## config.mk

```make
export PLATFORM = sky130hd
export DESIGN_NAME = atomic_count_reader
export DESIGN_NICKNAME = d
export VERILOG_FILES = /design/src/rtl/atomic_cnt_pkg.sv /design/src/rtl/ack_timeout_cnt.sv /design/src/rtl/atomic_count_reader.sv
export SDC_FILE = /design/constraint.sdc
export NUM_CORES = 1
export LEC_CHECK = 0
export ABC_CLOCK_PERIOD_IN_PS = 4800
export CAP_MARGIN = 5
export CORE_MARGIN = 4
export CORE_UTILIZATION = 40
export DETAILED_ROUTE_END_ITERATION = 8
export PLACE_DENSITY = 0.73
export SYNTH_ARGS = -nofsm -noshare
export SYNTH_HDL_FRONTEND = slang
export SYNTH_SLANG_ARGS = --single-unit
```

## constraint.sdc

```tcl
create_clock -name clk_w -period 4.8 [get_ports clk_w]
set_clock_uncertainty 0.15 [all_clocks]
set_input_delay 0.96 -clock clk_w [delete_from_list [all_inputs] [get_ports clk_w]]
set_output_delay 0.96 -clock clk_w [all_outputs]
set_load 0.005 [all_outputs]
```

## src/rtl/atomic_cnt_pkg.sv

```systemverilog
// rtl/atomic_cnt_pkg.sv - shared types and constants for the atomic counter reader
package atomic_cnt_pkg;

    localparam int DATA_BUS  = 32;
    localparam int COUNT_LEN = 64;

    typedef enum logic [2:0] {
        ST_IDLE   = 3'd0,
        ST_REQ_LO = 3'd1,
        ST_GAP    = 3'd2,
        ST_REQ_HI = 3'd3,
        ST_DONE   = 3'd4
    } rd_state_e;

    // Width of the per-beat timeout counter; never narrower than one bit.
    function automatic int tmo_width(input int timeout_cycles);
        return (timeout_cycles > 2) ? $clog2(timeout_cycles) : 1;
    endfunction

endpackage

```

## src/rtl/ack_timeout_cnt.sv

```systemverilog
// rtl/ack_timeout_cnt.sv - per-beat acknowledge timeout counter
module ack_timeout_cnt
    import atomic_cnt_pkg::*;
#(
    parameter int TimeoutCycles = 16
) (
    input  logic clk,
    input  logic reset,
    input  logic clear,
    input  logic enable,
    input  logic ack,
    output logic expired
);

    localparam int CntW = tmo_width(TimeoutCycles);
    localparam logic [CntW-1:0] LastCnt = CntW'(TimeoutCycles - 1);

    logic [CntW-1:0] cnt;

    // An ack in the final cycle wins over the timeout.
    assign expired = enable && !ack && (cnt == LastCnt);

    always_ff @(posedge clk) begin
        if (reset || clear) begin
            cnt <= '0;
        end else if (enable && !ack && !expired) begin
            cnt <= cnt + 1'b1;
        end
    end

endmodule

```

## src/rtl/atomic_count_reader.sv

```systemverilog
// rtl/atomic_count_reader.sv - two-beat atomic 64-bit counter snapshot reader
module atomic_count_reader
    import atomic_cnt_pkg::*;
#(
    parameter int DataBus       = DATA_BUS,
    parameter int CountLen      = COUNT_LEN,
    parameter int TimeoutCycles = 16
) (
    input  logic                clk_w,
    input  logic                reset_w,
    input  logic                rd_start_w_i,
    output logic                req_w_o,
    output logic                atomic_w_o,
    input  logic                ack_w_i,
    input  logic [DataBus-1:0]  count_w_i,
    output logic [CountLen-1:0] count_w_o,
    output logic                valid_w_o,
    input  logic                ready_w_i,
    output logic                busy_w_o,
    output logic                err_w_o
);

    rd_state_e state;
    rd_state_e state_nxt;
    logic      in_req;
    logic      tmo_expired;

    assign in_req = (state == ST_REQ_LO) || (state == ST_REQ_HI);

    ack_timeout_cnt #(
        .TimeoutCycles(TimeoutCycles)
    ) u_ack_timeout_cnt (
        .clk    (clk_w),
        .reset  (reset_w),
        .clear  (!in_req),
        .enable (in_req),
        .ack    (ack_w_i),
        .expired(tmo_expired)
    );

    always_comb begin
        state_nxt = state;
        case (state)
            ST_IDLE:   if (rd_start_w_i) state_nxt = ST_REQ_LO;
            ST_REQ_LO: begin
                if (ack_w_i)          state_nxt = ST_GAP;
                else if (tmo_expired) state_nxt = ST_IDLE;
            end
            ST_GAP:    state_nxt = ST_REQ_HI;
            ST_REQ_HI: begin
                if (ack_w_i)          state_nxt = ST_DONE;
                else if (tmo_expired) state_nxt = ST_IDLE;
            end
            ST_DONE:   if (ready_w_i) state_nxt = ST_IDLE;
            default:   state_nxt = ST_IDLE;
        endcase
    end

    // Outputs are decoded from the next state so every port is a flop.
    always_ff @(posedge clk_w) begin
        if (reset_w) begin
            state      <= ST_IDLE;
            req_w_o    <= 1'b0;
            atomic_w_o <= 1'b0;
            valid_w_o  <= 1'b0;
            busy_w_o   <= 1'b0;
            err_w_o    <= 1'b0;
            count_w_o  <= '0;
        end else begin
            state      <= state_nxt;
            req_w_o    <= (state_nxt == ST_REQ_LO) || (state_nxt == ST_REQ_HI);
            atomic_w_o <= (state_nxt == ST_REQ_LO);
            valid_w_o  <= (state_nxt == ST_DONE);
            busy_w_o   <= (state_nxt != ST_IDLE);
            err_w_o    <= tmo_expired;
            if ((state == ST_REQ_LO) && ack_w_i) begin
                count_w_o[DataBus-1:0] <= count_w_i;
            end
            if ((state == ST_REQ_HI) && ack_w_i) begin
                count_w_o[CountLen-1:DataBus] <= count_w_i;
            end
        end
    end

endmodule

```

## After elaboration in Yosys (flattened, before gate mapping)

Index checks and enable logic that the tools add are counted.

| word-level totals | value |
|---|---|
| flip-flop bits (word level) | 76 |
| logic and storage cells | 37 |

| cells by class | value |
|---|---|
| add/sub/neg operators | 1 |
| equality and inequality tests | 8 |
| reduce and logical (&&, ||, !) cells | 13 |
| multiplexer cells | 6 |

Operators with widths:

| cell | number |
|---|---|
| 3-bit 2-to-1 mux | 5 |
| 3-bit one-hot mux with 5 select lines | 1 |
| 3-bit by 2-bit equality test with 1-bit output, second input constant | 3 |
| 3-bit by 1-bit equality test with 1-bit output, second input constant | 2 |
| 3-bit equality test, second input constant | 2 |
| 1-bit logical AND | 5 |
| 4-bit by 1-bit adder with 4-bit output, second input constant | 1 |
| 4-bit equality test, second input constant | 1 |
| 1-bit logical NOT | 3 |
| 3-bit logical NOT | 1 |
| 1-bit logical OR | 3 |
| 3-bit nonzero test | 1 |

## Longest topological paths before layout

Gate-level depths: netlist (run 1).

| depth | value |
|---|---|
| depth after elaboration | 9 |
| gate-level depth with buffers | 7 |
| depth with buffers taken out | 5 |

## By module

A second synthesis (run 1) with hierarchy kept.

| second synthesis, totals | value |
|---|---|
| cell total of the unflattened synthesis | 335 |
| area, all modules | 2756.4 um2 |

By module, submodules not included:

| module | instances | area an instance (um2) | cells an instance | sequential area each (um2) |
|---|---|---|---|---|
| atomic_count_reader | 1 | 2516.2 | 311 | 1441.4 |
| ack_timeout_cnt | 1 | 240.2 | 24 | 80.1 |

## Worst setup path after synthesis (run 1)

No wires, ideal clock.

| path | value |
|---|---|
| kind | input-to-reg |
| start point | in reset_w |
| end point | reg count_w_o[33] |
| slack | 2.808 ns |
| path buffers | 2 |
| stages on the path | 3 |
| arrival time | 1.698 ns |
| cells stage by stage | clkbuf_1 clkbuf_1 a21oi_2 |

RTL lines:

| item | RTL line | source |
|---|---|---|
| from (decl) | atomic_count_reader.sv:10 | `input logic reset_w,` |
| to (signal, indexed assignment) | atomic_count_reader.sv:77 | `count_w_o[DataBus-1:0] <= count_w_i;` |
| to (signal, indexed assignment) | atomic_count_reader.sv:80 | `count_w_o[CountLen-1:DataBus] <= count_w_i;` |
| to (decl) | atomic_count_reader.sv:16 | `output logic [CountLen-1:0] count_w_o,` |

No word-level cell between the ends.

## Worst setup path in the final report (run 1)

| path | value |
|---|---|
| start point | in ack_w_i |
| end point | reg count_w_o[44] |

| between the ends | value |
|---|---|
| cells in the longest elaborated chain, start to end | 1 |

Ends and longest elaborated chain:

| item | RTL line | source |
|---|---|---|
| from (decl) | atomic_count_reader.sv:14 | `input logic ack_w_i,` |
| 1-bit logical AND | atomic_count_reader.sv:79 | `if ((state == ST_REQ_HI) && ack_w_i) begin` |

No other way between the ends.
A chain may end at the register's enable or synchronous reset.

==> impl_metrics.toml, run 1 <==
[outcome]
status = "finished clean"

[grt]
grt.overflow.total = 0
grt_max_degree = 37
grt_pass1_wl_um = 11600
antenna_found_initial = 0
track_usage = 0.167
grt_pass1_vias = 2463

[clock_network]
tritoncts = "yes"
cts_setup_buffers = 0
cts_hold_buffers = 0
clock-sinks = 76
ctsHtreeMaxLevel = 3
cts_root_buffer = "clkbuf_8"
cts_resized = 0
cts_inserted_buffers = 9
cts_max_path_buffers = 2
clk_pin_slew_ns = 0.07
clkLatencyLatePin_ns = 0.33

[logic_synthesis]
synth_edf_count = 0
synthArstFlopShare = 0
synth.distinct_cells = 30
syn_nets = 368
synth_top_area_share = 0.531
synth.top_cells.by_count = "130 x nand2_1, 76 x dfxtp_1, 38 x a21oi_1"
yosys.area.top_type = "dfxtp_1"
synthCells = 330
ys_warn_count = 0
synth_most_common_cell = "nand2_1"
ys_seq_area_frac = 0.531
synth_ff_type = "dfxtp_1"
ys_ff_latch = 76
postSynthAreaPerCell_um2 = 8.68
netlist_area_mm2 = 0.00287
yosys-top-cells-area = "dfxtp_1 53%, nand2_1 17%, a21oi_2 9.5%, a21oi_1 6.6%, buf_6 2.8%"

[routing]
via_per_inst = 4.77
ant_nets = 0
vias = 2507
drt-initial-drc-count = 90
dr.pass1.iters = 4
drt-wirelength-per-cell_um = 13.6
drc_errors = 0
finalWirelength_um = 7160

[critical_path]
path_max_fanout = 32
cp.required_ns = 4.91
cp_data_arrival_time_ns = 2.92
worstSetupPathType = "in2reg"
crit_family = "simple AND/OR/NAND/NOR gates"
r2r_cells = 4
crit_cells = 4
crit_slowest_cell = "and3_1"
end_kind = "flip-flop"
worstSetupStartpointType = "primary input"
cp.buffers_inverters = 1
cp_slowest_stage_delay_ns = 1.00
crit_chain = "clkdlybuf4s50_1 > and3_1 > nand2_1 > a21oi_2"

[sta]
min_period_ns = 2.81
setup_slack_ns = 1.99
fin_setup_tns_ns = 0
fmax_mhz = 356
rsz0062_at_grt = "false"
post-route-period-util = 0.586
finalHoldViolCount = 0
slew_headroom = 0.206
final_max_slew_viol_count = 0
tightest_slew_ns = 1.19
setup_viol = 0

[layout]
fill_cells = 592
area_growth_pct = 42.6
final_area_mm2 = 0.00409
layout-drive-gt1-share = 0.133
multi_input_area_mm2 = 0.00119
num_antenna_cells = 0
ff_latch_area_mm2 = 0.00152
fin_cells = 526
nNetsFinal = 464

[power_and_ir_drop]
p_leak_nw = 1.34
cellPowerDensity_mw_per_mm2 = 308
vdd_ir_drop_max_mv = 0.156

[placed_design]
portBuffers = 105
hpwl_um = 4880
finalWeightedCongestion = 0.794
pre_cts_ws_ns = 1.61
place_area_mm2 = 0.00390
place_inst = 511

[floorplan]
row_count = 30
die_h_um = 92.6
start_util = 0.417
pin_count = 106
die-area_mm2 = 0.00858
dieWidth_um = 92.6
core_mm2 = 0.00687

[min_path]
min_path_type = "reg2reg"
hold_path_depth = 2

[job]
drv_cap = 0
-- power breakdown --
| part | switching, W | leakage (nW) | internal [W] | total [W] |
|---|---|---|---|---|
| Clock | 0.000222 | 0.0979 | 0.000249 | 0.000471 |
| Sequential | 0.0000106 | 0.615 | 0.000648 | 0.000658 |
| Combinational | 0.0000594 | 0.629 | 0.0000683 | 0.000128 |
| Total | 0.000292 | 1.34 | 0.000965 | 0.00126 |
-- logic make-up after synthesis --
logic type | after synthesis | share of synthesized area
and+or+nand+nor | 150 | 0.221
xor gates and xnor gates | 2 | 0.00611
DFF | 76 | 0.531
muxes | 1 | 0.00349
AOI/OAI and AO/OA | 76 | 0.179
adders and majority gates | 1 | 0.00437
buffers and inverters | 24 | 0.0550
-- registers in the layout, indices dropped and copies added (netlist names) --
signal,flops
count_w_o,64
u_ack_timeout_cnt.cnt,4
state,3
atomic_w_o,1
busy_w_o,1
err_w_o,1
req_w_o,1
valid_w_o,1
-- path summary, 6_finish.rpt --
path                     start             to  slack, ns
setup / recovery       ack_w_i  count_w_o[44]       1.99
hold / removal    count_w_o[6]   count_w_o[6]       0.31
setup reg to reg      state[0]  count_w_o[44]       2.37
hold reg to reg   count_w_o[6]   count_w_o[6]       0.31
-- area by class of cell --
cell class                 instances  area share
clock buffer                      10      0.0337
tap                               96      0.0294
multi-input combinational        230       0.290
inverter                           2     0.00184
clock inverter                     5      0.0129
sequential                        76       0.372
timing repair buffer             107       0.260
-- cells in the final DEF (no fill, tap or decap), types with 2 or more instances in the layout --
cell type	n
nor2_1	5
a21oi_1	38
a31oi_1	2
buf_4	2
and3_1	2
a21oi_2	31
inv_2	2
nand2b_1	2
dfxtp_1	76
o21ai_0	3
clkinv_2	3
nand2_1	130
clkbuf_8	10
xor2_1	2
clkdlybuf4s50_1	104
-- per-stage QoR --
| stage | utilization | total power [W] | hold slack [ns] |
|---|---|---|---|
| 6_report | 0.595 | 0.00126 | 0.306 |
| 5_1_grt | 0.595 | 0.00131 | 0.332 |
| 4_1_cts | 0.595 | 0.00127 | 0.309 |
| 3_5_place_dp | 0.567 | 0.000801 | 0.297 |
| 3_3_place_gp | 0.567 | 0.000799 | 0.291 |
| 2_1_floorplan | - | 0.000729 | 0.303 |
-- worst register-to-register path: stages, from the launching register on --
cell,delay (ns)
dfxtp_1,0.40
nor2b_1,0.43
and3_1,1.03
nand2_1,0.19
a21oi_2,0.15
-- routing by layer --
metal	wire length [um]	global-route usage	vias to the layer above	share of wire
li1	-	-	1268	-
met1	3330	0.213	1143	0.46
met2	3110	0.256	83	0.44
met3	566	0.0577	13	0.079
met4	147	0.0708	0	0.021
met5	0	0	-	0
(Power assumes the default switching activity.)
==> inputs of run 2 (changes only) <==
--- a/config.mk
+++ b/config.mk
@@ -5,12 +5,12 @@
 export SDC_FILE = /design/constraint.sdc
 export NUM_CORES = 1
 export LEC_CHECK = 0
-export ABC_CLOCK_PERIOD_IN_PS = 4800
+export ABC_CLOCK_PERIOD_IN_PS = 2500
 export CAP_MARGIN = 5
 export CORE_MARGIN = 4
 export CORE_UTILIZATION = 40
 export DETAILED_ROUTE_END_ITERATION = 8
-export PLACE_DENSITY = 0.73
+export PLACE_DENSITY = 0.76
 export SYNTH_ARGS = -nofsm -noshare
 export SYNTH_HDL_FRONTEND = slang
 export SYNTH_SLANG_ARGS = --single-unit
==> constraint.sdc (replaced) <==
create_clock -name clk_w -period 2.5 [get_ports clk_w]
set_clock_uncertainty 0.15 [all_clocks]
set_input_delay 0.5 -clock clk_w [delete_from_list [all_inputs] [get_ports clk_w]]
set_output_delay 0.5 -clock clk_w [all_outputs]
set_load 0.005 [all_outputs]
==> impl_metrics.toml, run 2 (synthesis results as in run 1) <==
[critical_path]
cp_data_arrival_time_ns = 1.22
crit_slowest_cell = "clkdlybuf4s50_1"
worstSetupPathType = "reg2out"
cp_slowest_stage_delay_ns = 0.53
worstSetupStartpointType = "flip-flop"
crit_chain = "clkdlybuf4s50_1"
crit_family = "buffers and inverters"
path_max_fanout = 2
cp.buffers_inverters = 1
cp.required_ns = 1.85
end_kind = "output pin"

[layout]
top_regs = "count_w_o x64, u_ack_timeout_cnt.cnt x4, state x3"
final_common_cell = "nand2_1"
fill_cells = 616
nNetsFinal = 472
area_growth_pct = 44.7
layout-drive-gt1-share = 0.148
multi_input_area_mm2 = 0.00119
top_register = "count_w_o"
final_area_mm2 = 0.00415
num_antenna_cells = 0
largest_reg_flops = 64
ff_latch_area_mm2 = 0.00152
final_cell_mix = "130 x nand2_1, 104 x clkdlybuf4s50_1, 76 x dfxtp_1"

[routing]
finalWirelength_um = 7220
drc_errors = 0
drt-wirelength-per-cell_um = 13.5
drt-initial-drc-count = 81
vias = 2525
via_per_inst = 4.73
dr.pass1.iters = 4
ant_nets = 0

[sta]
final_max_slew_viol_count = 0
min_period_ns = 1.87
slew_headroom = 0.670
post-route-period-util = 0.747
rsz0062_at_grt = "false"
finalHoldViolCount = 0
setup_viol = 0
fin_setup_tns_ns = 0
fmax_mhz = 536
tightest_slew_ns = 0.493

[grt]
grt_max_degree = 36
track_usage = 0.169
antenna_found_initial = 0
grt_pass1_wl_um = 11600
grt_pass1_vias = 2382
grt.overflow.total = 0

[clock_network]
clkLatencyLatePin_ns = 0.33
cts_hold_buffers = 0
tritoncts = "yes"
cts_inserted_buffers = 9
clock-sinks = 76
cts_setup_buffers = 0
clk_pin_slew_ns = 0.08
cts_resized = 0
cts_max_path_buffers = 2
ctsHtreeMaxLevel = 3
cts_root_buffer = "clkbuf_8"

[placed_design]
place_area_mm2 = 0.00396
hpwl_um = 5210
finalWeightedCongestion = 0.804
portBuffers = 105

[floorplan]
pin_count = 106
start_util = 0.417
die-area_mm2 = 0.00858
core_mm2 = 0.00687
die_h_um = 92.6
row_count = 30
dieWidth_um = 92.6

[power_and_ir_drop]
p_leak_nw = 1.38
p_total_w = 0.00242
vdd_ir_drop_max_mv = 0.273
cellPowerDensity_mw_per_mm2 = 584

[min_path]
min_path_type = "reg2reg"

[outcome]
status = "finished clean"

[job]
drv_cap = 0
## run 2: final timing paths
kind,cells after the start,slack (ns),from,to
max,1,0.63,count_w_o[20],count_w_o[20]
min,2,0.30,count_w_o[12],count_w_o[12]
max reg2reg,5,0.64,state[0],count_w_o[46]
min reg2reg,2,0.30,count_w_o[12],count_w_o[12]
## run 2: layer usage
layer | wire length, um | global-route usage
met4 | 81 | 0.0659
met3 | 603 | 0.0609
met5 | 0 | 0
met2 | 3320 | 0.268
met1 | 3210 | 0.210
## run 2: layout make-up
class | count | share of cell area
multi-input combinational | 230 | 0.286
inverter | 2 | 0.00181
clock buffer | 10 | 0.0332
sequential | 76 | 0.367
clock inverter | 5 | 0.0127
tap | 96 | 0.0290
timing repair buffer | 115 | 0.270
## run 2: power breakdown
group	internal (W)	total, W	switching (W)
Clock	0.000478	0.000905	0.000427
Sequential	0.00124	0.00126	0.0000197
Combinational	0.000137	0.000252	0.000115
Total	0.00186	0.00242	0.000562
## run 2: through the flow
step	hold slack [ns]	util	cells	setup WS, ns
2_1_floorplan	0.303	-	330	0.968
3_3_place_gp	0.292	0.576	519	0.390
3_5_place_dp	0.295	0.576	519	0.344
4_1_cts	0.306	0.604	534	0.612
5_1_grt	0.323	0.604	534	0.494
6_report	0.304	0.604	534	0.633
==> inputs of run 3 (changes only) <==
--- a/config.mk
+++ b/config.mk
@@ -5,12 +5,12 @@
 export SDC_FILE = /design/constraint.sdc
 export NUM_CORES = 1
 export LEC_CHECK = 0
-export ABC_CLOCK_PERIOD_IN_PS = 2500
+export ABC_CLOCK_PERIOD_IN_PS = 1900
 export CAP_MARGIN = 5
 export CORE_MARGIN = 4
 export CORE_UTILIZATION = 40
 export DETAILED_ROUTE_END_ITERATION = 8
-export PLACE_DENSITY = 0.76
+export PLACE_DENSITY = 0.73
 export SYNTH_ARGS = -nofsm -noshare
 export SYNTH_HDL_FRONTEND = slang
 export SYNTH_SLANG_ARGS = --single-unit
==> constraint.sdc (replaced) <==
create_clock -name clk_w -period 1.9 [get_ports clk_w]
set_clock_uncertainty 0.15 [all_clocks]
set_input_delay 0.38 -clock clk_w [delete_from_list [all_inputs] [get_ports clk_w]]
set_output_delay 0.38 -clock clk_w [all_outputs]
set_load 0.005 [all_outputs]
==> impl_metrics.toml, run 3 (synthesis results as in run 1) <==
[outcome]
status = "finished clean"

[grt]
grt_pass1_wl_um = 12500
grt_pass1_vias = 2609
antenna_found_initial = 0
grt.overflow.total = 0
track_usage = 0.182
grt_max_degree = 38

[floorplan]
row_count = 30
start_util = 0.417
die-area_mm2 = 0.00858
core_mm2 = 0.00687
pin_count = 106
die_h_um = 92.6
dieWidth_um = 92.6

[placed_design]
place_area_mm2 = 0.00403
finalWeightedCongestion = 0.765
hpwl_um = 5360
pre_cts_ws_ns = -0.0387
portBuffers = 105

[power_and_ir_drop]
vdd_ir_drop_max_mv = 0.368
cellPowerDensity_mw_per_mm2 = 734
p_total_w = 0.00308
p_leak_nw = 1.40

[min_path]
min_path_type = "in2reg"
hold_path_depth = 2

[critical_path]
cp_data_arrival_time_ns = 1.22
path_max_fanout = 2
cp_slowest_stage_delay_ns = 0.52
worstSetupStartpointType = "flip-flop"
cp.buffers_inverters = 1
cp.required_ns = 1.37
worstSetupPathType = "reg2out"
end_kind = "output pin"
crit_cells = 1
crit_slowest_cell = "clkdlybuf4s50_1"
r2r_cells = 4
crit_chain = "clkdlybuf4s50_1"
crit_family = "buffers and inverters"

[clock_network]
cts_hold_buffers = 0
cts_max_path_buffers = 2
clkLatencyLatePin_ns = 0.34
cts_root_buffer = "clkbuf_8"
clock-sinks = 76
cts_resized = 0
clk_pin_slew_ns = 0.07
cts_inserted_buffers = 9
tritoncts = "yes"
ctsHtreeMaxLevel = 3
cts_setup_buffers = 0

[sta]
rsz0062_at_grt = "false"
finalHoldViolCount = 0
min_period_ns = 1.75
tightest_slew_ns = 0.486
fmax_mhz = 572
slew_headroom = 0.676
setup_viol = 0
fin_setup_tns_ns = 0
final_max_slew_viol_count = 0
whs_ns = 0.152
setup_slack_ns = 0.150
post-route-period-util = 0.921

[job]
drv_cap = 0

[routing]
finalWirelength_um = 7460
ant_nets = 0
dr.pass1.iters = 4
drt-wirelength-per-cell_um = 13.9
via_per_inst = 4.73
drc_errors = 0
vias = 2546
drt-initial-drc-count = 66

[layout]
layout-drive-gt1-share = 0.156
multi_input_area_mm2 = 0.00119
final_cell_mix = "130 x nand2_1, 104 x clkdlybuf4s50_1, 76 x dfxtp_1"
largest_reg_flops = 64
ff_latch_area_mm2 = 0.00152
final_area_mm2 = 0.00419
num_antenna_cells = 0
area_growth_pct = 46.2
top_register = "count_w_o"
final_common_cell = "nand2_1"
nNetsFinal = 478
top_regs = "count_w_o x64, u_ack_timeout_cnt.cnt x4, state x3"
fill_cells = 612
-- run 3: cell types whose count changed in the layout (fill, tap and decap cells not counted) --
cell / previous run / this run
buf_4: 10 / 14
buf_12: 0 / 2
clkinv_2: 3 / 1
bufinv_16: 1 / 0
clkbuf_8: 10 / 11
-- run 3: layout make-up --
cell class,count,area share
Timing Repair Buffer,121,0.284
Inverter,2,0.00179
Clock inverter,2,0.00299
Tap cell,96,0.0287
Clock buffer,11,0.0361
Multi-Input combinational cell,230,0.283
Sequential cell,76,0.363
-- run 3: per-layer routing --
layer | track usage | vias up | routed length [um]
li1 | - | 1289 | -
met1 | 0.214 | 1171 | 3190
met2 | 0.305 | 77 | 3510
met3 | 0.0650 | 9 | 661
met4 | 0.0696 | 0 | 98
met5 | 0 | - | 0
-- run 3: through the flow --
stage                     utilization  instances
after floorplan                     -        330
after global placement          0.586        525
after detailed placement        0.586        525
after CTS                       0.610        538
after global routing            0.610        538
final                           0.610        538
-- run 3: worst paths after layout --
path / start / end / slack (ns)
worst max-delay path: count_w_o[56] / count_w_o[56] / 0.15
worst min-delay path: reset_w / state[2] / 0.15
worst max register to register: u_ack_timeout_cnt.cnt[0] / atomic_w_o / 0.30
worst min register to register: count_w_o[22] / count_w_o[22] / 0.30
-- run 3: power breakdown --
part           total [W]  internal, W  leakage [nW]  switching [W]
Combinational   0.000351     0.000195         0.706       0.000156
Sequential       0.00166      0.00164         0.615      0.0000274
Clock            0.00106     0.000522        0.0831       0.000538
==> patch 1: new RTL, settings of run 3 <==
Reset style: asynchronous (`reset_w`), changed in one clocked block.
--- a/src/rtl/atomic_count_reader.sv
+++ b/src/rtl/atomic_count_reader.sv
@@ -59,3 +59,3 @@
     // Outputs are decoded from the next state so every port is a flop.
-    always_ff @(posedge clk_w) begin
+    always_ff @(posedge clk_w or posedge reset_w) begin
         if (reset_w) begin
Behaviour: differs if reset_w is asserted again (counterexample within 4 cycles, from zero or initial values and one cycle with reset_w high); with reset_w held inactive, the same outputs for 10 cycles.
==> patch 1 against run 3 <==
Synthesized area grew 2.1%. Sequential cell count is the same. Highest routed layer unchanged. Global-route usage shrank 3.7 points. Design area grew 4.4%. Worst setup slack lost 0.059 ns. Critical endpoint is now u_ack_timeout_cnt.cnt[3]. Wire length shrank 17%.
Power is not compared: it rests on default switching activity, and its combinational part moved more than twofold at a synthesized area within 25%.
==> patch 1: results (changes against run 3) <==
Parameter                              Value

Synthesis
  Async SR Flop Fraction    94.7% (+95 points)
  Xor and xnor area share after synthesis    0% (-0.61 points)
  Multiplexer share of the synthesized area    24.6% (+24 points)
  Total nets after synthesis    229 (-38%)
  Compound-gate portion of the synthesized area    3.98% (-14 points)

Min path
  Hold Crit Class    input pin to async pin

Cells and area
  Fin cells    410 (-24%)
  Number of nets in the final layout    348 (-27%)

Worst setup path
  Reg2Reg Setup Slack    0.09 ns (-0.21 ns)
  FF-to-FF Start    state[2]
  Slowest cell delay on critical path    0.49 ns (-0.03 ns)
  Slowest cell on crit path    sky130_fd_sc_hd__or3b_1
  End point of the critical path    u_ack_timeout_cnt.cnt[3]
  FF-to-FF path depth    3 (-1)
  Crit path DAT    1.93 ns (+0.71 ns)

Outcome
  Result of the run    finished, final reports clean

Placement
  Pre-CTS setup slack    -0.225 ns (-0.186 ns)
  Placed cells    395 (-25%)
  Gp weighted congestion    0.797 (+4.2%)
  Cell area after placement    0.00418 mm2 (+3.9%)

Drt
  Iteration-0 DRC count of the detailed router    48 (-27%)

Global routing
  First-pass GRT wire length    9820 um (-22%)
  Via count of the first global-routing pass    1985 (-24%)
  Largest net degree at the start of global routing    36 (-5.3%)

STA
  Minimum hold slack    0.326 ns (+0.174 ns)
patch 1: cell count changes in the layout (fill, tap and decap cells not counted), moves of 31 or more:
cell,delta
sky130_fd_sc_hd__mux2_2,+64
sky130_fd_sc_hd__dfrtp_1,+72
sky130_fd_sc_hd__nand2_1,-129
sky130_fd_sc_hd__dfxtp_1,-72
sky130_fd_sc_hd__a21oi_2,-31
sky130_fd_sc_hd__a21oi_1,-34
patch 1: routing by layer:
| layer | track usage, % | vias up | part of all wire [%] |
|---|---|---|---|
| met3 | 6.11 | 10 | 10 |
| met5 | 0 | - | 0 |
| met4 | 7.22 | 0 | 1.7 |
| met1 | 18.2 | 973 | 43 |
| met2 | 21.7 | 74 | 45 |
| li1 | - | 930 | - |
patch 1: area by class of cell:
class	instances	area, um2
clock buffer	10	138
inverter	4	18.8
tap	96	120
clock inverter	5	52.6
fill	543	2570
sequential	76	1880
timing repair buffer	118	1170
multi-input combinational	101	988
==> patch 2: new RTL, settings of run 3 <==
Made on the original files. `TimeoutCycles` is set to 16 in 2 places; all go to 32.
--- a/src/rtl/ack_timeout_cnt.sv
+++ b/src/rtl/ack_timeout_cnt.sv
@@ -4,3 +4,3 @@
 #(
-    parameter int TimeoutCycles = 16
+    parameter int TimeoutCycles = 32
 ) (
--- a/src/rtl/atomic_count_reader.sv
+++ b/src/rtl/atomic_count_reader.sv
@@ -6,3 +6,3 @@
     parameter int CountLen      = COUNT_LEN,
-    parameter int TimeoutCycles = 16
+    parameter int TimeoutCycles = 32
 ) (
Check against the original RTL: same outputs for any inputs over 10 cycles, from zero or initial values and one cycle with reset_w high; that may be too few to reach the edited logic, so the function may still have changed.
==> patch 2 against run 3 <==
The flow now finishes with violations (negative setup slack). Synthesized area fell by 4.5%. Clock power grew 25%. Sequential cell count rose by 1. Wire length down 2.1%. Die area fell by 4.2%. Fmax is 14% lower. Combinational power up 3%. Total power is 10% higher. Core utilization grew 3.6 points. Worst setup slack lost 0.28 ns. Design area grew 0.15%. Critical path type is now register to register. Largest power group unchanged.
==> patch 2: results (changes against run 3) <==
Parameter                              Value

Outcome
  Result of the run    complete, but fails checks
  Failing checks    negative setup slack

STA
  Setup ws final    -0.130 ns (-0.280 ns)
  Endpoints failing setup    2 (+2)
  Headroom to the max-slew limit    70.7% (+3.1 points)

Pwr
  Highest ir drop seen on vdd    0.494 mV (+34%)
  Leakage dissipation    0.00145 uW (+2.9%)

Synthesis
  Total nets after synthesis    376 (+2.2%)
  Most frequent cells after synthesis    sky130_fd_sc_hd__nand2_1, sky130_fd_sc_hd__dfxtp_1, sky130_fd_sc_hd__a21oi_1
  Top post-synthesis cells by area    sky130_fd_sc_hd__dfxtp_1, sky130_fd_sc_hd__nand2_1, sky130_fd_sc_hd__a21oi_1
  Portion of the post-synthesis area used by sequential elements    56.4% (+3.3 points)
  Netlist cell types    28 (-6.7%)

Placement
  Placed cells    513 (-2.3%)
  Gp weighted congestion    0.767 (+0.33%)
  Half-perimeter wire length after placement    5140 um (-4.1%)
  Cell area after placement    0.00397 mm2 (-1.4%)

Cells and area
  Number of nets in the final layout    486 (+1.7%)
  Number of fillers in the final layout    567 (-7.4%)
  Share of final-layout standard cells stronger than drive strength 1    9.31% (-6.3 points)

Global routing
  Met3 routing resource usage after global routing    4.50% (-2.0 points)
  Largest net degree at the start of global routing    25 (-34%)
  Met1 Usage GRT    21.7% (+0.24 points)
  Overall routing resource usage    18.2% (-0.072 points)
  First-pass GRT wire length    12300 um (-2.0%)

Worst setup path
  Largest driver fanout on the critical path    6 (+4)
  Crit path DAT    2.15 ns (+0.93 ns)

Drt
  Vias per cell    4.86 (+2.7%)
  Routed WL    7310 um (-2.1%)
  Iteration-0 DRC count of the detailed router    77 (+17%)

Clock network
  Clock buffer depth    2 (unchanged)
  CTS hold repair buffers    0 (unchanged)
patch 2: worst max-delay path, delay by kind of cell, from the launching register on:
family                   cells  cell delay, ns
AO/OA/AOI/OAI                1            0.13
adder cells (fa/ha/maj)      2            0.30
flip-flops                   1            0.34
AND/OR/NAND/NOR              3            1.04
patch 2: cells by family (layout without fill, tap and decap cells):
family	Yosys count	after routing	share of synthesized area, %
AND/OR/NAND/NOR	154	154	23.6
flip-flops	77	77	56.4
AO/OA/AOI/OAI	76	76	14.2
buffers and inverters	26	140	4.21
adder cells (fa/ha/maj)	2	2	0.915
XOR/XNOR	1	1	0.320
multiplexers	1	1	0.366
patch 2: timing repair:
item                       in CTS  in global routing
gates resized for setup         0                  2
setup endpoints to repair       2                  5
pin swaps                       4                  3
patch 2: worst paths after layout:
| kind | startpoint | end | slack, ns | cells after the start |
|---|---|---|---|---|
| setup / recovery | u_ack_timeout_cnt.cnt[0] | u_ack_timeout_cnt.cnt[3] | -0.13 | 6 |
| hold / removal | reset_w | state[1] | 0.16 | 2 |
| setup reg to reg | u_ack_timeout_cnt.cnt[0] | u_ack_timeout_cnt.cnt[3] | -0.13 | 6 |
| hold reg to reg | count_w_o[40] | count_w_o[40] | 0.30 | 2 |
patch 2: area by class of cell:
type / count / area, um2 / share of cell area (%)
sequential: 77 / 1540 / 36.8
tap: 77 / 96.3 / 2.30
clock inverter: 4 / 72.6 / 1.73
multi-input combinational: 234 / 1120 / 26.8
clock buffer: 11 / 141 / 3.37
inverter: 1 / 3.75 / 0.0894
timing repair buffer: 124 / 1210 / 28.9
patch 2: layer usage:
layer | vias up | wire, um | part of all wire [%]
met5 | - | 0 | 0
met4 | 0 | 94 | 1.3
met3 | 7 | 408 | 5.6
met2 | 70 | 3480 | 48
met1 | 1170 | 3330 | 46
li1 | 1318 | - | -
patch 2: through the flow:
step / util [%] / setup slack [ns] / hold slack [ns] / setup TNS [ns]
floorplan: - / -0.112 / 0.297 / -0.187
finish: 64.6 / -0.130 / 0.163 / -0.237
global route: 64.6 / -0.167 / 0.169 / -0.348
detailed placement: 61.1 / -0.181 / 0.296 / -5.44
CTS: 64.4 / -0.134 / 0.149 / -0.220
global placement: 61.1 / -0.123 / 0.292 / -3.43
patch 2: report_power, final:
group          leakage (uW)  total (uW)  internal [uW]  switching (uW)
sequential         0.000625        1700           1660            32.6
combinational      0.000715         360            208             152
clock              0.000105        1330            767             562
